===== src/rtl/tdm_demux.sv =====
// rtl/tdm_demux.sv - time-division demultiplexer with sync-based frame alignment
module tdm_demux #(
    parameter int WIDTH    = 1,
    parameter int CHANNELS = 2,
    parameter int SW       = (CHANNELS <= 2) ? 1 : $clog2(CHANNELS)
) (
    input  logic                      clk,
    input  logic                      rst,
    input  logic [WIDTH-1:0]          din,
    input  logic                      din_valid,
    input  logic                      sync,
    input  logic                      err_clr,
    output logic [CHANNELS*WIDTH-1:0] y,
    output logic                      frame_valid,
    output logic [SW-1:0]             slot,
    output logic                      locked,
    output logic                      sync_err
);

    typedef enum logic [0:0] {
        HUNT   = 1'b0,
        LOCKED = 1'b1
    } state_t;

    localparam logic [SW-1:0] LAST_SLOT = SW'(CHANNELS - 1);
    localparam logic [SW-1:0] ONE       = SW'(1);

    state_t                          state_q, state_d;
    logic [SW-1:0]                   slot_q, slot_d;
    logic [(CHANNELS-1)*WIDTH-1:0]   shadow_q, shadow_d;
    logic [CHANNELS*WIDTH-1:0]       y_q, y_d;
    logic                            fv_q, fv_d;
    logic                            err_q, err_d;
    logic                            err_evt;

    // State, shadow and output registers; reset discards any partial frame
    always_ff @(posedge clk or posedge rst) begin
        if (rst) begin
            state_q  <= HUNT;
            slot_q   <= '0;
            shadow_q <= '0;
            y_q      <= '0;
            fv_q     <= 1'b0;
            err_q    <= 1'b0;
        end else begin
            state_q  <= state_d;
            slot_q   <= slot_d;
            shadow_q <= shadow_d;
            y_q      <= y_d;
            fv_q     <= fv_d;
            err_q    <= err_d;
        end
    end

    // Next-state: only valid samples advance; error set beats err_clr
    always_comb begin
        state_d  = state_q;
        slot_d   = slot_q;
        shadow_d = shadow_q;
        y_d      = y_q;
        fv_d     = 1'b0;
        err_evt  = 1'b0;
        if (din_valid) begin
            case (state_q)
                HUNT: begin
                    if (sync) begin
                        shadow_d[WIDTH-1:0] = din;
                        slot_d              = ONE;
                        state_d             = LOCKED;
                    end
                end
                LOCKED: begin
                    if (sync) begin
                        // Sync anywhere but slot 0 restarts the frame at this sample
                        if (slot_q != '0) begin
                            err_evt = 1'b1;
                        end
                        shadow_d[WIDTH-1:0] = din;
                        slot_d              = ONE;
                    end else if (slot_q == '0) begin
                        err_evt = 1'b1;
                        state_d = HUNT;
                    end else if (slot_q == LAST_SLOT) begin
                        y_d    = {din, shadow_q};
                        fv_d   = 1'b1;
                        slot_d = '0;
                    end else begin
                        for (int c = 1; c < CHANNELS - 1; c++) begin
                            if (slot_q == SW'(c)) begin
                                shadow_d[c*WIDTH +: WIDTH] = din;
                            end
                        end
                        slot_d = slot_q + ONE;
                    end
                end
                default: begin
                    state_d = HUNT;
                    slot_d  = '0;
                end
            endcase
        end
        if (err_evt) begin
            err_d = 1'b1;
        end else if (err_clr) begin
            err_d = 1'b0;
        end else begin
            err_d = err_q;
        end
    end

    assign y           = y_q;
    assign frame_valid = fv_q;
    assign slot        = slot_q;
    assign locked      = (state_q == LOCKED);
    assign sync_err    = err_q;

endmodule


===== config.mk =====
export PLATFORM = sky130hd
export DESIGN_NAME = tdm_demux
export DESIGN_NICKNAME = d
export VERILOG_FILES = /design/src/rtl/tdm_demux.sv
export SDC_FILE = /design/constraint.sdc
export NUM_CORES = 1
export LEC_CHECK = 0
export CAP_MARGIN = 5
export CORE_AREA = 2 2 39 41
export DETAILED_ROUTE_END_ITERATION = 12
export DIE_AREA = 0 0 41 43
export HOLD_SLACK_MARGIN = 0.02
export SETUP_SLACK_MARGIN = 0.1
export SLEW_MARGIN = 20
export SYNTH_ARGS = -nofsm -noshare
export SYNTH_HDL_FRONTEND = slang
export SYNTH_SLANG_ARGS = --single-unit

===== constraint.sdc =====
create_clock -name clk -period 1.95 [get_ports clk]
set_clock_uncertainty 0.05 [all_clocks]
set_input_delay 0.39 -clock clk [delete_from_list [all_inputs] [get_ports clk]]
set_output_delay 0.39 -clock clk [all_outputs]
set_load 0.03 [all_outputs]

==> run metrics <==
Num CTS Buffers 3; die width 41 µm; f_max 582.9 MHz; share of layout cells above drive strength 1 0.1795; Die Ht 43 µm; clock buffer depth 2; Post-Syn Instances 24; Clock transition at path regs 0.05 ns; total track usage 0.08511; placed cells 51; Worst R2R Path Depth 2; wire per inst 10.45 µm; DR iter-0 viols 3; Startpoint Class flop; worst-case headroom to the max-slew limit 0.7880; antenna-violating nets left 0; Starting Density 0.2215; core box area 1384 µm²; Worst VDD drop 0.4642 mV; Clock Sinks 7; DR pass1 iterations 4; crit path cell chain clkdlybuf4s50_1; Layout area overhead 52.65%; Syn Area/Cell 12.77 µm²; Slew @ Worst Pin 0.3175 ns; Yosys reg bits 7; crit path capture type primary output; total power 0.5375 mW; vias 239; synthesized cell area 306.5 µm²; setup TNS 0 ns; Root Buffer clkbuf_4; vias in the first global route 247; Max-cap violations 0; fin cells 55; crit path max fanout 2; sequential-to-total area share from yosys stat 0.5714; Largest stage delay, worst path 0.68 ns; HP Class input port to asynchronous set/reset pin; Clk Latency, worst-skew pair 0.25 ns; critical path depth in cells 1; Filler cells 154; post-synth cell types 12; Avg Vias per Cell 4.345; Syn Nets 32; Tmin final 1.716 ns; postcts setup bufs 0; TritonCTS clock tree built; H-tree depth 1; FP Rows 14; Crit Path Class flop to primary output; initial antenna violation count 0; ant diodes 0; Nets 48; Fin Hold WS 0.3303 ns; final core utilization 0.3382; largest net degree at the start of global routing 8; count of buffer and inverter cells on the critical path 1; Ys Warns 0; Remaining DRCs 0; Final Hold Viols 0; IO Pins 12; global-route wire length before repair 966 µm; Critical Path RT 1.51 ns; P per Cell Area 1149 nW/µm²; DP HPWL 418.4 µm; Post-CTS Resized 0; crit-path leading delay family buffers and inverters; Setup-failing EPs final 0; DIE AREA 1763 µm²; Routability Congestion 0.6638; WL final 575 µm; Crit-path slowest cell clkdlybuf4s50_1; Final Max Slew Viols 0; RSZ-0062 raised after global routing false; Critical Path AT 1.28 ns; final cycle utilization of the critical path 0.8798; port bufs 11; cts hold-fix bufs 0; Pleak 0.2288 nW; grt total ovfl 0; status finished clean
[cell usage in the layout (no fill, tap or decap)]
cell type,Yosys,layout
clkbuf_4,0,3
clkbuf_1,0,1
o22ai_1,1,1
a31oi_1,1,1
clkdlybuf4s50_1,0,9
a21oi_1,1,1
mux2_1,2,2
nand4b_2,1,1
mux2_2,1,1
dfrtp_1,7,7
nand2_1,2,2
inv_1,4,4
and3_2,1,1
a22o_2,1,1
ha_1,2,2
dlymetal6s2s_1,0,2
[cells in the mapped netlist]
cell type | instances | area share
nand4b_2 | 1 | 0.049
a21oi_1 | 1 | 0.016
mux2_1 | 2 | 0.073
a31oi_1 | 1 | 0.020
ha_1 | 2 | 0.082
mux2_2 | 1 | 0.037
inv_1 | 4 | 0.049
o22ai_1 | 1 | 0.020
a22o_2 | 1 | 0.033
nand2_1 | 2 | 0.024
dfrtp_1 | 7 | 0.57
and3_2 | 1 | 0.024
[report_power, final]
group | switching [mW] | internal [mW] | leakage [nW]
logic | 0.106 | 0.0911 | 0.130
clock network | 0.0527 | 0.0780 | 0.0150
registers | 0.0273 | 0.182 | 0.0841
total | 0.186 | 0.352 | 0.229
[per-layer routing]
layer | track usage | part of all wire | vias up
met5 | 0 | 0 | -
met4 | 0.08000 | 0 | 0
met3 | 0.03141 | 0.13 | 0
met2 | 0.09688 | 0.42 | 15
met1 | 0.1159 | 0.45 | 110
li1 | - | - | 114
[logic make-up after synthesis]
family	count (synthesis)	synth area share
DFF	7	0.5714
AOI/OAI and AO/OA	4	0.08981
buffers and inverters	4	0.04897
and+or+nand+nor	4	0.09796
muxes	3	0.1102
adders and majority gates	2	0.08162
[path summary, 6_finish.rpt]
kind,to,slack (ns),startpoint
hold reg to reg,y[1],0.44,y[1]
min in group clk,y[1],0.44,y[1]
setup reg to reg,y[0],0.86,locked
setup / recovery,sync_err,0.23,sync_err
max in group asynchronous,shadow_q,1.30,rst
hold / removal,frame_valid,0.33,rst
[cell type report]
| cell class | instances | area (µm²) | share of cell area |
|---|---|---|---|
| sequential | 7 | 175.2 | 0.3743 |
| multi-input combinational | 13 | 116.4 | 0.2487 |
| timing repair buffer | 11 | 115.1 | 0.2460 |
| clock buffer | 4 | 26.28 | 0.05615 |
| inverter | 4 | 15.01 | 0.03209 |
| tap | 16 | 20.02 | 0.04278 |
[metrics by stage]
step	area [µm²]	setup slack, ns
after CTS	462.9	0.1037
after floorplan	306.5	0.7381
after global routing	467.9	0.1997
final	467.9	0.2343
after global placement	436.7	0.3212
after detailed placement	436.7	0.2975
[flip-flops by register name, summed over array words and instances, names as in the netlist]
| signal | count |
|---|---|
| sync_err | 1 |
| locked | 1 |
| y | 2 |
| slot | 1 |
| shadow_q | 1 |
| frame_valid | 1 |
Note: power is estimated with default switching activity, not from simulation.
==> RTL edit (config.mk and constraints unchanged) <==
Make the reset (`rst`) synchronous in one clocked block.
--- a/src/rtl/tdm_demux.sv
+++ b/src/rtl/tdm_demux.sv
@@ -35,5 +35,5 @@
 
     // State, shadow and output registers; reset discards any partial frame
-    always_ff @(posedge clk or posedge rst) begin
+    always_ff @(posedge clk) begin
         if (rst) begin
             state_q  <= HUNT;
Formal check against the unedited RTL: differs if rst is asserted again (counterexample within 4 cycles, from zero or initial values and one cycle with rst high); with rst held inactive, the same outputs for 10 cycles.
==> RTL edit against the unedited design <==
Worst setup slack got worse by 23 ps. Design area shrank 2.4%. Wire length is 0.87% higher. Synthesized area decreased by 0.41%. Sequential cell count unchanged. Largest cell class is now multi-input combinational cells. Highest routed layer unchanged.
Power is not compared: it rests on default switching activity, and its combinational part moved more than twofold at a synthesized area within 25%.
==> RTL edit: results (changes against the unedited design) <==
metric,value,unit,change
status,finished clean,,unchanged
hold-worst-slack,420.0,ps,was 330.3 ps
stdcell_area,456.7,um^2,was 467.9 um^2
nNetsFinal,52,,was 48
drive_gt1_share,13.64,%,was 17.95%
timing.rr.start,slot,,was locked
grt_pass1_wl,1014,um,was 966 um
via_per_inst,4.367,,was 4.345
grt_use_met2,11.25,%,was 9.688%
inverters,2,,was 4
ys_seq_area_share,45.90,%,was 57.14%
gp_congestion,0.6656,,was 0.6638
synth_cell_type_count,14,,was 12
final_cells,60,,was 55
grt_usage,8.945,%,was 8.511%
wl_met2,266,um,was 243 um
seq_area,140.1,um^2,was 175.2 um^2
max_freq,575.3,MHz,was 582.9 MHz
synth_area_leaders,"dfxtp_1 46%, nand2b_1 10%, a21bo_2 6.6%",,"was dfrtp_1 57%, ha_1 8.2%, mux2_1 7.3%"
synth-async-reset-ratio,0,%,was 100.0%
rr_endpoint,sync_err,,was y[0]
r2r.worst_path.cells,4,,was 2
fill_cells,157,,was 154
hpwlAfterDp,415.8,um,was 418.4 um
clk_share,5.753,%,was 5.615%
arrival,1300,ps,was 1280 ps
RTL edit: report_power, final:
| group | internal (mW) | total (mW) | switching [mW] | leakage (nW) |
|---|---|---|---|---|
| Clock | 0.0781 | 0.132 | 0.0535 | 0.0150 |
| Sequential | 0.148 | 0.152 | 0.00441 | 0.0570 |
| Combinational | 0.0240 | 0.0437 | 0.0197 | 0.110 |
RTL edit: worst min-delay path, stage by stage (launching register included):
cell      delay, ps
dfxtp_1         300
nand2b_1         60
mux2i_1          50
RTL edit: cell families (layout without fill, tap and decap cells):
logic type	count (synthesis)	after routing	synth area share (%)
and+or+nand+nor	10	10	22.54
AOI/OAI and AO/OA	7	7	15.98
adders and majority gates	1	1	4.098
muxes	2	2	6.558
buffers and inverters	3	17	4.920
DFF	7	7	45.90
RTL edit: repair_timing:
| action | 4_1_cts | 5_1_grt |
|---|---|---|
| gates resized for setup | 0 | 1 |
| setup endpoints to repair | 0 | 1 |
| buffers inserted | 0 | 0 |
